==> src/rtl/seeg_spi_responder.sv <==
// SPI mode-0 responder for one SEEG front-end port; responses lag commands by two frames.
// Optional SEEG_RESP_MONITOR_EN adds frame_valid/frame_cmd observation outputs.
module seeg_spi_responder #(
    parameter int          NUM_REGS = 16,
    parameter logic [15:0] CHIP_ID  = 16'h0020
) (
    input  logic        clk,
    input  logic        rstn,
    input  logic        cs_n,
    input  logic        sclk,
    input  logic        mosi,
    output logic        miso
`ifdef SEEG_RESP_MONITOR_EN
    ,
    output logic        frame_valid,
    output logic [31:0] frame_cmd
`endif
);

    localparam int         AW     = (NUM_REGS > 1) ? $clog2(NUM_REGS) : 1;
    localparam logic [8:0] NREGS9 = 9'(NUM_REGS);

    localparam logic [1:0] S_IDLE  = 2'd0;
    localparam logic [1:0] S_SHIFT = 2'd1;
    localparam logic [1:0] S_DONE  = 2'd2;

    // [0],[1] synchronizer flops, [2] previous synchronized value
    logic [2:0] cs_q;
    logic [2:0] sclk_q;
    logic [1:0] mosi_q;

    always_ff @(posedge clk or negedge rstn) begin
        if (!rstn) begin
            cs_q   <= 3'b111;
            sclk_q <= 3'b000;
            mosi_q <= 2'b00;
        end else begin
            cs_q   <= {cs_q[1:0], cs_n};
            sclk_q <= {sclk_q[1:0], sclk};
            mosi_q <= {mosi_q[0], mosi};
        end
    end

    logic cs_rise, cs_fall, sclk_rise, sclk_fall, mosi_s;

    assign cs_rise   =  cs_q[1] & ~cs_q[2];
    assign cs_fall   = ~cs_q[1] &  cs_q[2];
    assign sclk_rise =  sclk_q[1] & ~sclk_q[2];
    assign sclk_fall = ~sclk_q[1] &  sclk_q[2];
    assign mosi_s    =  mosi_q[1];

    logic [1:0]  state;
    logic [5:0]  bit_cnt;
    logic [31:0] rx_shift;
    logic [31:0] tx_shift;
    logic [31:0] pipe0;
    logic [31:0] pipe1;
    logic [15:0] conv_cnt;
    logic [15:0] regs [NUM_REGS];

    logic [31:0] cmd;
    logic [1:0]  op;
    logic [7:0]  addr;
    logic [15:0] data;
    logic [5:0]  chan;
    logic        addr_ok;
    logic [15:0] rd_val;
    logic [31:0] result;
    logic        exec;

    assign cmd = {rx_shift[30:0], mosi_s};

    // cs_n edges take priority over any sclk edge seen in the same cycle
    assign exec = (state == S_SHIFT) && sclk_rise && !cs_rise && !cs_fall
                  && (bit_cnt == 6'd31);

    always_comb begin
        op      = cmd[31:30];
        addr    = cmd[23:16];
        data    = cmd[15:0];
        chan    = cmd[21:16];
        addr_ok = ({1'b0, addr} < NREGS9);
        rd_val  = 16'h0000;
        if (addr == 8'hFF)
            rd_val = CHIP_ID;
        else if (addr_ok)
            rd_val = regs[addr[AW-1:0]];
        result = 32'h0;
        unique case (op)
            2'b00: result = {10'b0, chan, conv_cnt};
            2'b01: result = 32'h0;
            2'b10: result = {16'hFFFF, data};
            2'b11: result = {16'h0000, rd_val};
        endcase
    end

    always_ff @(posedge clk or negedge rstn) begin
        if (!rstn) begin
            state    <= S_IDLE;
            bit_cnt  <= 6'd0;
            rx_shift <= 32'h0;
            tx_shift <= 32'h0;
            pipe0    <= 32'h0;
            pipe1    <= 32'h0;
            miso     <= 1'b0;
        end else if (cs_rise) begin
            state <= S_IDLE;
            miso  <= 1'b0;
        end else if (cs_fall) begin
            state    <= S_SHIFT;
            bit_cnt  <= 6'd0;
            tx_shift <= pipe1;
            miso     <= pipe1[31];
        end else if (state == S_SHIFT) begin
            if (sclk_rise) begin
                rx_shift <= cmd;
                bit_cnt  <= bit_cnt + 6'd1;
                if (exec) begin
                    pipe1 <= pipe0;
                    pipe0 <= result;
                    state <= S_DONE;
                end
            end else if (sclk_fall) begin
                tx_shift <= {tx_shift[30:0], 1'b0};
                miso     <= tx_shift[30];
            end
        end else if (state == S_DONE) begin
            if (sclk_fall) begin
                tx_shift <= 32'h0;
                miso     <= 1'b0;
            end
        end
    end

    always_ff @(posedge clk or negedge rstn) begin
        if (!rstn) begin
            conv_cnt <= 16'h0;
            for (int i = 0; i < NUM_REGS; i++)
                regs[i] <= 16'h0;
        end else if (exec) begin
            if (op == 2'b00)
                conv_cnt <= conv_cnt + 16'h1;
            else if (op == 2'b01)
                conv_cnt <= 16'h0;
            if (op == 2'b10 && addr_ok)
                regs[addr[AW-1:0]] <= data;
        end
    end

`ifdef SEEG_RESP_MONITOR_EN
    always_ff @(posedge clk or negedge rstn) begin
        if (!rstn) begin
            frame_valid <= 1'b0;
            frame_cmd   <= 32'h0;
        end else begin
            frame_valid <= exec;
            if (exec)
                frame_cmd <= cmd;
        end
    end
`endif

    logic unused_bits;
    assign unused_bits = ^{rx_shift[31], cmd[29:24]};

endmodule

==> config.mk <==
export PLATFORM = sky130hd
export DESIGN_NAME = seeg_spi_responder
export DESIGN_NICKNAME = d
export VERILOG_FILES = /design/src/rtl/seeg_spi_responder.sv
export SDC_FILE = /design/constraint.sdc
export NUM_CORES = 1
export LEC_CHECK = 0
export CAP_MARGIN = 25
export CORE_ASPECT_RATIO = 0.9
export CORE_MARGIN = 2
export CORE_UTILIZATION = 55
export DETAILED_ROUTE_END_ITERATION = 10
export GPL_ROUTABILITY_DRIVEN = 1
export HOLD_SLACK_MARGIN = 0.12
export PLACE_DENSITY = 0.8
export SLEW_MARGIN = 15
export SYNTH_ARGS = -nofsm -noshare
export SYNTH_HDL_FRONTEND = slang
export SYNTH_SLANG_ARGS = --single-unit
export TNS_END_PERCENT = 1
==> constraint.sdc <==
create_clock -name clk -period 3.7 [get_ports clk]
set_clock_uncertainty 0.1 [all_clocks]
set_input_delay 0.74 -clock clk [delete_from_list [all_inputs] [get_ports clk]]
set_output_delay 0.74 -clock clk [all_outputs]
set_load 0.02 [all_outputs]
==> metrics.cfg <==
[outcome]
outcome=finished, final reports clean

[sta]
timing.final.setup_violations=0
fin_tns_setup_ps=0
period_needed_ps=3331
finalMaxSlewViolations=0
rsz0062_at_grt=false
slew-limit-headroom=0.3640
fmax_mhz=300.2
worst_slew_pin_slew_ps=954.0
hold_violations=0
timing.final.ws_setup_ps=368.9
fin_crit_sh=0.9003

[cts]
cts_root_buf=clkbuf_16
clockBufferDepth=3
path_clk_slew_ps=60
htreeDepth=2
cts_inserted_buffers=41
cts_tree=built
clock-sinks=397
insertion_delay_ps=550

[drt]
wire_per_inst_um=22.49
drtIter0Drc=958
first_pass_iters=7
vias=11030
vias_per_cell=6.222
drc=0
drt-total-wl_um=39850
drtAntennaViolNets=0

[global_route]
grt_usage=0.2411
grt_first_pass_wirelength_um=64690
grt-ovfl-total=0
grt_max_degree=92
grt_pass1_vias=11340
grt_antenna_before_repair=0

[finish]
layout.nets=1328
drive_gt1_frac=0.3600
insertedDiodeCount=0
fin_area_um2=20030
post-route-util=0.6122
syn_to_final_growth_pct=10.65
fillers=2384

[floorplan]
fp.dieH_um=176.1
fp.dieW_um=195.2
initial_core_util=0.5533
core-area_um2=32710
fp-row-count=63
ios=6
die_area_um2=34380

[placement]
place.gp.congestion=0.8146
dp.final_hpwl_um=24530
place_ws_ps=402.0
portBuffers=5
placed_cell_area_um2=18540

[setup_path]
critPathKind=reg -> reg
r2r_cells=9
slowest_delay_ps=540
cp.required_ps=4030
path_max_fanout=16
cp.arrival_ps=3660
start_kind=flop
path_common_cell=buf_4
path_cells=inv_1, ha_1, nand4bb_4, or2_1, or3b_1, buf_4, nor3_4, buf_4, mux2_2
crit_slowest_cell=dfstp_2
worstSetupEndpointType=flop

[synthesis]
synthTopCellsByArea=dfrtp_1 54%, mux2_2 18%, mux4_2 7.8%
syn_inst=1347
ys_top_cells_by_count=394 x dfrtp_1, 283 x mux2_2, 132 x nand2_1
synth_area_um2=18100
ys_async_sr_fraction=1.000
synth_top_area_share=0.5447
synth_edf_count=0
syn-mean-instance-area_um2=13.44
ys_seq_elements=397
synth_top_area_cell=dfrtp_1
syn_nets=1358
synth_warnings=0
synthMostInstantiatedCell=dfrtp_1
synth_cell_types=57
synth-main-ff-cell=dfrtp_1
ys_seq_area_frac=0.5490

[power_and_ir_drop]
p_leak_nw=9.473
vdd_drop_max_v=0.0003806
powerDensity_nw_per_um2=454.7

[hold_path]
hold_path_class=reg -> reg
holdPathStages=0

[run]
max_cap_viol_count=0

[worst max-delay path, delay by kind of cell (launching register included)]
family | cells | cell delay, ps
buffers and inverters | 3 | 670
AND/OR/NAND/NOR | 4 | 1300
flip-flops | 1 | 540
adder cells (fa/ha/maj) | 1 | 210
multiplexers | 1 | 370
[metal layers]
metal / global-route usage / up-vias / share of wire
met2: 0.3696 / 322 / 0.46
met4: 0.07824 / 0 / 0.026
li1: - / 4821 / -
met3: 0.04565 / 77 / 0.059
met1: 0.3520 / 5805 / 0.45
met5: 0 / - / 0
[kinds of logic after synthesis]
family	Yosys count	share of synthesized area
flip-flops	397	0.5490
buffers and inverters	130	0.03421
adder cells (fa/ha/maj)	6	0.004147
XOR/XNOR	7	0.003387
AND/OR/NAND/NOR	272	0.08523
AO/OA/AOI/OAI	167	0.05710
multiplexers	368	0.2669
[report_power, final]
part,total [mW],switching [mW],internal [mW]
registers,4.44,0.0828,4.36
logic,0.181,0.137,0.0440
clock network,4.48,1.72,2.76
[through the flow]
| step | cells | hold slack, ps | total power, mW |
|---|---|---|---|
| final | 1772 | 249.5 | 9.106 |
| after global routing | 1772 | 261.7 | 9.363 |
| after CTS | 1772 | 251.0 | 9.167 |
| after detailed placement | 1695 | 236.3 | 4.706 |
| after global placement | 1693 | 234.8 | 4.701 |
| after floorplan | 1347 | 231.2 | 4.556 |
[what timing repair did]
action / CTS / global route
hold buffers: 1 / 0
setup buffers: 0 / 0
endpoints found under the hold margin: 13 / 0
resized for setup: 0 / 0
[flip-flops by register name, indices dropped and copies added (netlist names)]
| register | count |
|---|---|
| sclk_q | 3 |
| conv_cnt | 16 |
| pipe1 | 23 |
| pipe0 | 23 |
| mosi_q | 2 |
| tx_shift | 31 |
| cs_q | 3 |
| state | 2 |
| bit_cnt | 6 |
| regs | 256 |
| miso | 1 |
| rx_shift | 31 |
[layout make-up]
| class | count | area (um^2) | area share |
|---|---|---|---|
| clock buffer | 58 | 1202 | 0.06004 |
| timing repair buffer | 50 | 508.0 | 0.02536 |
| clock inverter | 18 | 271.5 | 0.01356 |
| inverter | 7 | 26.28 | 0.001312 |
| multi-input combinational | 820 | 7548 | 0.3769 |
| sequential | 397 | 9943 | 0.4965 |
| tap | 422 | 528.0 | 0.02636 |
[final timing paths]
path | slack [ps] | endpoint | start
worst max register to register | 370 | regs[140] | cs_q[1]
worst min register to register | 250 | mosi_q[1] | mosi_q[0]
worst min-delay path | 250 | mosi_q[1] | mosi_q[0]
worst max-delay path | 370 | regs[140] | cs_q[1]
min in group asynchronous | 680 | sclk_q[0] | rstn
max in group asynchronous | 1860 | regs[252] | rstn
[cell usage in the layout (no fill, tap or decap), types with 6 or more instances in the layout]
cell,netlist,layout
o21ai_0,43,43
clkbuf_1,59,8
dfrtp_1,394,392
clkinv_2,0,9
mux4_2,63,63
nand2_1,132,131
mux2_2,283,283
a22oi_1,30,30
nor2_1,18,18
a21oi_1,54,54
ha_1,6,6
clkbuf_8,0,7
buf_12,1,9
clkbuf_16,0,43
nor3_4,8,8
inv_1,6,6
nor3_1,19,19
o31ai_1,7,7
nand4_1,10,10
nor4_4,8,8
nand3_1,11,11
mux2i_1,18,18
a211o_1,17,17
bufinv_16,0,7
buf_4,6,35
xor2_1,7,7
and3_1,24,24
No activity file was read; power rests on OpenSTA's default activity.
